[config.mk]
export PLATFORM = sky130hd
export DESIGN_NAME = fir_coeff_loader
export DESIGN_NICKNAME = d
export VERILOG_FILES = /design/src/rtl/fir_coeff_loader.sv
export SDC_FILE = /design/constraint.sdc
export NUM_CORES = 1
export LEC_CHECK = 0
export BUFFER_PORTS_ARGS = -buffer_cell sky130_fd_sc_hd__buf_4
export CORE_AREA = 2 2 102 104
export DETAILED_ROUTE_END_ITERATION = 16
export DIE_AREA = 0 0 104 106
export GPL_TIMING_DRIVEN = 0
export SYNTH_ARGS = -nofsm -noshare
export SYNTH_HDL_FRONTEND = slang
export SYNTH_SLANG_ARGS = --single-unit
[constraint.sdc]
create_clock -name clk -period 4.1 [get_ports clk]
set_input_delay 0.82 -clock clk [delete_from_list [all_inputs] [get_ports clk]]
set_output_delay 0.82 -clock clk [all_outputs]
set_load 0.02 [all_outputs]
[src/rtl/fir_coeff_loader.sv]
// Shadow coefficient bank for the symmetric bit-serial FIR, plus FIR start-strobe arbitration.
// Optional macro FIR_COEFF_LOADER_AUTO_COMMIT_EN: a write to the last index also commits next cycle.
module fir_coeff_loader #(
    parameter int DataWidth = 12,
    parameter int NTaps     = 8,
    localparam int NCoeffs   = NTaps / 2,
    localparam int AddrWidth = (NCoeffs > 1) ? $clog2(NCoeffs) : 1
) (
    input  logic                 clk,
    input  logic                 rst,
    input  logic                 wr_en,
    input  logic [AddrWidth-1:0] wr_addr,
    input  logic [DataWidth-1:0] wr_data,
    input  logic                 commit,
    output logic                 busy,
    input  logic                 start_in,
    output logic                 start_out,
    output logic                 start_dropped,
    input  logic                 fir_done,
    output logic                 coeff_load_out,
    output logic                 coeff_out
);

    localparam int NBits    = NCoeffs * DataWidth;
    localparam int CntWidth = (NBits > 1) ? $clog2(NBits) : 1;
    localparam logic [AddrWidth-1:0] LastAddr = AddrWidth'(NCoeffs - 1);
    localparam logic [CntWidth-1:0]  LastBit  = CntWidth'(NBits - 1);

    typedef enum logic [1:0] {ST_IDLE, ST_WAIT, ST_SHIFT, ST_GAP} state_t;

    state_t               state_q, state_d;
    logic [DataWidth-1:0] shadow_q [NCoeffs];
    logic [NBits-1:0]     shadow_flat;
    logic [CntWidth-1:0]  bit_cnt_q, bit_cnt_d, bit_cnt_inc;
    logic                 fir_active_q, fir_active_d;
    logic                 coeff_load_q, coeff_load_d;
    logic                 coeff_q, coeff_d;
    logic                 start_dropped_q, start_dropped_d;
    logic                 addr_ok, wr_accept, commit_eff;

    // Out-of-range indices only exist when NCoeffs is not a power of two.
    generate
        if ((1 << AddrWidth) > NCoeffs) begin : g_addr_chk
            assign addr_ok = (wr_addr <= LastAddr);
        end else begin : g_addr_full
            assign addr_ok = 1'b1;
        end
    endgenerate

    assign wr_accept = wr_en && (state_q == ST_IDLE) && addr_ok;

`ifdef FIR_COEFF_LOADER_AUTO_COMMIT_EN
    logic auto_commit_q, auto_commit_d;

    assign auto_commit_d = wr_accept && (wr_addr == LastAddr);
    assign commit_eff    = commit | auto_commit_q;

    always_ff @(posedge clk) begin
        if (rst) auto_commit_q <= 1'b0;
        else     auto_commit_q <= auto_commit_d;
    end
`else
    assign commit_eff = commit;
`endif

    // Bit k*DataWidth+b of the flat view is shadow[k][b]; serial bit j is its bit NBits-1-j.
    always_comb begin
        shadow_flat = '0;
        for (int k = 0; k < NCoeffs; k++) begin
            shadow_flat[k*DataWidth +: DataWidth] = shadow_q[k];
        end
    end

    assign bit_cnt_inc = bit_cnt_q + 1'b1;

    // NOTE: every output of this block gets a default first, so no path can infer a latch.
    always_comb begin
        state_d      = state_q;
        bit_cnt_d    = bit_cnt_q;
        coeff_load_d = 1'b0;
        coeff_d      = 1'b0;
        start_out    = 1'b0;
        unique case (state_q)
            ST_IDLE: begin
                start_out = start_in & ~commit_eff;
                if (commit_eff) state_d = ST_WAIT;
            end
            ST_WAIT: begin
                if (!fir_active_q) begin
                    state_d      = ST_SHIFT;
                    bit_cnt_d    = '0;
                    coeff_load_d = 1'b1;
                    coeff_d      = shadow_flat[NBits-1];
                end
            end
            ST_SHIFT: begin
                if (bit_cnt_q == LastBit) begin
                    state_d = ST_GAP;
                end else begin
                    bit_cnt_d    = bit_cnt_inc;
                    coeff_load_d = 1'b1;
                    coeff_d      = shadow_flat[LastBit - bit_cnt_inc];
                end
            end
            ST_GAP: begin
                state_d   = ST_IDLE;
                bit_cnt_d = '0;
            end
            default: state_d = ST_IDLE;
        endcase
    end

    // A start in the same cycle as fir_done re-arms the flag (set wins).
    assign fir_active_d    = start_out ? 1'b1 : (fir_done ? 1'b0 : fir_active_q);
    assign start_dropped_d = start_in & ~start_out;

    // NOTE: sequential state uses non-blocking assignments so all registers update together.
    always_ff @(posedge clk) begin
        if (rst) begin
            state_q         <= ST_IDLE;
            bit_cnt_q       <= '0;
            fir_active_q    <= 1'b0;
            coeff_load_q    <= 1'b0;
            coeff_q         <= 1'b0;
            start_dropped_q <= 1'b0;
            // NOTE: the bank is cleared on reset so a post-reset commit never streams stale values.
            for (int k = 0; k < NCoeffs; k++) shadow_q[k] <= '0;
        end else begin
            state_q         <= state_d;
            bit_cnt_q       <= bit_cnt_d;
            fir_active_q    <= fir_active_d;
            coeff_load_q    <= coeff_load_d;
            coeff_q         <= coeff_d;
            start_dropped_q <= start_dropped_d;
            if (wr_accept) shadow_q[wr_addr] <= wr_data;
        end
    end

    assign busy           = (state_q != ST_IDLE);
    assign start_dropped  = start_dropped_q;
    assign coeff_load_out = coeff_load_q;
    assign coeff_out      = coeff_q;

endmodule

; ---- Yosys cells after proc, flatten, opt, wreduce, memory -nomap -nowiden
; Memory sizes are Yosys's and may differ from the RTL's.
; Index checks and enable logic that the tools add are counted.
[classes]
n_bitwise = 4
muxes = 26
magnitude_cmp = 1
n_reduce_logical = 8
add_sub_neg = 2
eq_ne = 8
[ops]
columns = operator, count
row1 = $pmux W6 S3, 1
row2 = $mux W1, 14
row3 = $mux W12, 1
row4 = $mux W6, 2
row5 = $reduce_or A12 Y1, 1
row6 = $mux W2, 4
row7 = $ne A2 B2 Y1 const B, 4
row8 = $pmux W2 S4, 1
row9 = $lt A6 B7 Y1 const B, 1
row10 = $add A6 B1 Y6 const B, 1
row11 = $bmux W1 S6, 1
row12 = $eq A6 B6 Y1 const B, 1
row13 = $reduce_and A3 Y1, 2
row14 = $sub A6 B6 Y6 const A, 1
row15 = $eq A2 B2 Y1 const B, 2
row16 = $pmux W1 S2, 2
row17 = $reduce_bool A2 Y1, 2
row18 = $reduce_bool A3 Y1, 1
row19 = $and A1 B1 Y1, 2
row20 = $eq A2 B1 Y1 const B, 1
row21 = $logic_not A2 Y1, 1
row22 = $not A1 Y1, 2
row23 = $logic_and A1 B1 Y1, 1
[word_totals]
reg_bits = 12
mem_count = 1
output_inout_bits = 5
mem_bits_rw = 48
[memory_table]
columns = memory, words, width, read_ports, rd_clocked_by_memory_dff, wr, line
row1 = shadow_q, 4, 12, 4, 0, 4, 32  ; logic [DataWidth-1:0] shadow_q [NCoeffs];

; ---- Logic depth before layout (Yosys ltp)
[depth]
depth_word = 7
depth_mapped = 7

; ---- Least setup slack after synthesis
; No wires, ideal clock.
[synth_path]
path_kind = register to register
start = register bit_cnt_q[0]
end = register coeff_q (netlist: coeff_out)
path_buffers = 1
path_stages_with_launch = 7
path_slack_ns = 1.900
period_less_slack_ns = 2.200
arrival_ns = 2.069
required_ns = 3.969
cell_sequence = dfxtp_1 > ha_1 > buf_6 > mux4_2 > mux4_2 > a41oi_2 > o41ai_2
[synth_between]
elab_chain_cells = 6
word_cells_on_any_way = 7
[synth_lines]
columns = element, line
row1 = start: declaration, 34  ; logic [CntWidth-1:0] bit_cnt_q, bit_cnt_d, bit_cnt_inc;
row2 = start signal: assignment, 130  ; bit_cnt_q <= bit_cnt_d;
row3 = $add A6 B1 Y6, 74  ; assign bit_cnt_inc = bit_cnt_q + 1'b1;
row4 = $sub A6 B6 Y6, 102  ; coeff_d = shadow_flat[LastBit - bit_cnt_inc];
row5 = $bmux W1 S6, 102
row6 = $mux W1 (not written as such), 102
row7 = $mux W1 (*), 97  ; if (bit_cnt_q == LastBit) begin
row8 = $pmux W1 S2 (*), 83  ; unique case (state_q)
row9 = end signal: assignment, 133  ; coeff_q <= coeff_d;
row10 = end: declaration, 37  ; logic coeff_q, coeff_d;
; Every way passes the cells marked *; elsewhere a longest branch is shown, timed or not. The select of a mux whose other input is x is not followed.
; A chain may end at the register's enable or synchronous reset.

; ---- Worst setup path in the final report
; Ends and elaborated chain as after synthesis.

==> impl_metrics.csv <==
group,metric,value,unit
setup_path,cp_data_arrival_time,2650,ps
routing,drc,0,
logic_synthesis,ys_ff_latch,60,
die,die_area,11000,sq um
power_and_ir_drop,p_per_area,450,nW/um^2
placed_design,pre_cts_slack,1560,ps
cts,clock_latency,330,ps
die,chipHeight,106,um
sta,fin_setup_tns,0,ps
cts,cts_setup_buffers,0,
routing,met1_length,2540,um
power_and_ir_drop,ir_worst_vdd,0.250,mV
logic_synthesis,synth_nets,242,
cts,numCtsBuffers,9,
placed_design,port_buffers,23,
routing,drt-initial-drc-count,98,
global_routing,grt_pass1_wl,9370,um
layout,final_util,34.2,%
logic_synthesis,yosysTopAreaCellShare,49.8,%
sta,timing_hold_violations_final,0,
sta,relSlewSlack,28.2,%
routing,wl_per_cell,14.3,um
cts,cts_sinks,60,
die,core,10000,sq um
status,status,"finished clean",
placed_design,hpwl,4120,um
sta,rsz0062_at_grt,"no",
logic_synthesis,synth_cell_type_count,38,
cts,clock-root-buffer,"clkbuf_8",
placed_design,place_congestion,0.776,
setup_path,r2r_cells,6,
sta,max_freq,0.411,GHz
routing,drt-pass1-iter-count,4,
sta,finalSetupViolCount,0,
sta,finalMaxSlewViolations,0,
sta,finalCritPeriodShare,59.4,%
routing,wl_met2,2850,um
worst_hold_path,hold_path_depth,2,
logic_synthesis,synthTopCellsByCount,"50 x and2_1, 48 x edfxtp_1, 13 x nor2_1, 12 x dfxtp_1, 11 x mux2i_1",
cts,htreeDepth,3,
setup_path,startpoint_type,"register",
routing,drtAntennaViolNets,0,
layout,area_delta_synth_final,18.1,%
logic_synthesis,synth_area_leader_cell,"edfxtp_1",
worst_hold_path,hold_path.startpoint,"fir_active_q$_SDFFE_PP0P_",
setup_path,cp.required,4310,ps
global_routing,overflow,0,
global_routing,track_usage,11.3,%
routing,routed-wl-met3,141,um
cts,cts_max_path_buffers,2,
global_routing,grt_max_degree,13,
logic_synthesis,ys_seq_area_share,58.1,%
placed_design,placedCellCount,376,
cts,cts_resized,0,
global_routing,antenna_found_initial,0,
logic_synthesis,synthArstFlopShare,0,%
run,cap_violations,0,
layout,drive_gt1_share,17.6,%
logic_synthesis,ys_warn_count,0,
die,dieWidth,104,um
logic_synthesis,synth.avg_cell_area,13.3,sq um
routing,top_layer_used,"met4",
routing,via_per_inst,4.44,
logic_synthesis,synth_area,2890,sq um
setup_path,crit_path_frequent_cell,"mux4_2",
setup_path,slowest_stage,"mux4_2",
logic_synthesis,synth_most_common_cell,"and2_1",
setup_path,reg2reg_slack,1660,ps
routing,finalWirelength,5610,um
die,initial_core_util,28.9,%
setup_path,rr_endpoint,"coeff_out$_SDFF_PP0_",
setup_path,crit_type,"reg2reg",
sta,min_period,2440,ps
setup_path,worst-path-max-fanout,10,
worst_hold_path,hold_class,"reg2reg",
power_and_ir_drop,power.leakage,1.26,nW
worst_hold_path,min_to,"fir_active_q$_SDFFE_PP0P_",
logic_synthesis,synthCells,217,
setup_path,critPathMaxStageDelay,510,ps
setup_path,crit_path_end_kind,"register",
sta,setup_slack,1660,ps
routing,vias,1742,
die,num_rows,37,
sta,skew,5.27,ps
global_routing,grt_pass1_vias,1830,
logic_synthesis,synth.area.top_cells,"edfxtp_1 50%, and2_1 11%, dfxtp_1 8.3%, mux4_1 6.4%, mux2i_1 3.8%",
logic_synthesis,ys.flop_type,"edfxtp_1",
cts,holdBufCountCts,0,
layout,final-instance-count-excl-fill,392,
layout,nNetsFinal,276,
setup_path,path_cells,"ha_1, buf_6, mux4_2, mux4_2, a41oi_2, o41ai_2",
cts,path_clk_slew,70,ps
logic_synthesis,synth_edf_count,48,
cts,cts_tree,"done",
die,io_pins,25,
layout,insertedDiodeCount,0,
setup_path,r2r-start,"bit_cnt_q[0]$_SDFFE_PP0P_",
sta,worst_pin_slew,1070,ps
## registers in the layout, indices dropped and copies added (netlist names)
register	flops
bit_cnt_q	6
coeff_load_out	1
coeff_out	1
fir_active_q	1
shadow_q	48
start_dropped	1
state_q	2
## cell type report
type                       count  area [sq um]
tap                          136           170
clock inverter                 7          57.6
timing repair buffer          23           173
multi-input combinational    143          1140
buffer                         9          48.8
inverter                       5          18.8
clock buffer                   9           124
sequential                    60          1680
fill                        1016          6580
## where the power goes
group / leakage [nW] / internal [W] / total [W] / switching [W]
Combinational: 0.572 / 0.000122 / 0.000291 / 0.000169
Clock: 0.0892 / 0.000271 / 0.000497 / 0.000227
Sequential: 0.596 / 0.000725 / 0.000748 / 0.0000225
## worst max-delay path: cells and delay by family (launching register included)
family	cells	cell delay [ps]
flops	1	390
compound gates	2	300
fa+ha+maj	1	430
mux	2	1000
buf+inv	1	190
## cell families (layout without fill, tap and decap cells)
group,count (synthesis),after routing,synth area share (%)
xor+xnor,4,4,1.47
buf+inv,14,53,2.34
flops,60,60,58.1
fa+ha+maj,5,5,2.16
simple gates,90,90,18.0
mux,20,20,11.7
compound gates,24,24,6.14
## metrics by stage
step	instance area (sq um)	power, W	hold WS, ps
floorplan	2890	0.000953	470
global placement	3240	0.00105	495
detailed placement	3240	0.00106	507
CTS	3420	0.00155	530
global route	3420	0.00161	577
finish	3420	0.00154	527
## per-layer routing
layer,track usage (%),vias up
li1,-,869
met5,0,-
met4,4.92,0
met3,3.31,7
met2,18.9,22
met1,13.7,844
## how the worst max path moves through the flow
stage                              endpoint                      start
2_1_floorplan          coeff_out$_SDFF_PP0_  bit_cnt_q[0]$_SDFFE_PP0P_
3_3_place_gp   shadow_q[2][4]$_SDFFCE_PN0P_                        rst
4_1_cts                           start_out    state_q[0]$_SDFFE_PP0P_
5_1_grt                           start_out    state_q[0]$_SDFFE_PP0P_
6_report               coeff_out$_SDFF_PP0_  bit_cnt_q[0]$_SDFFE_PP0P_
3_5_place_dp   shadow_q[2][4]$_SDFFCE_PN0P_                        rst
## cells in the final DEF, fill, tap and decap left out, types with 6 or more instances in the layout
master,n
buf_4,23
mux2i_1,11
mux4_1,7
clkbuf_8,9
a22oi_1,7
clkbuf_1,6
dfxtp_1,12
edfxtp_1,48
nor2_1,13
nor3_1,6
and2_1,50
Note: power is estimated with default switching activity, not from simulation.
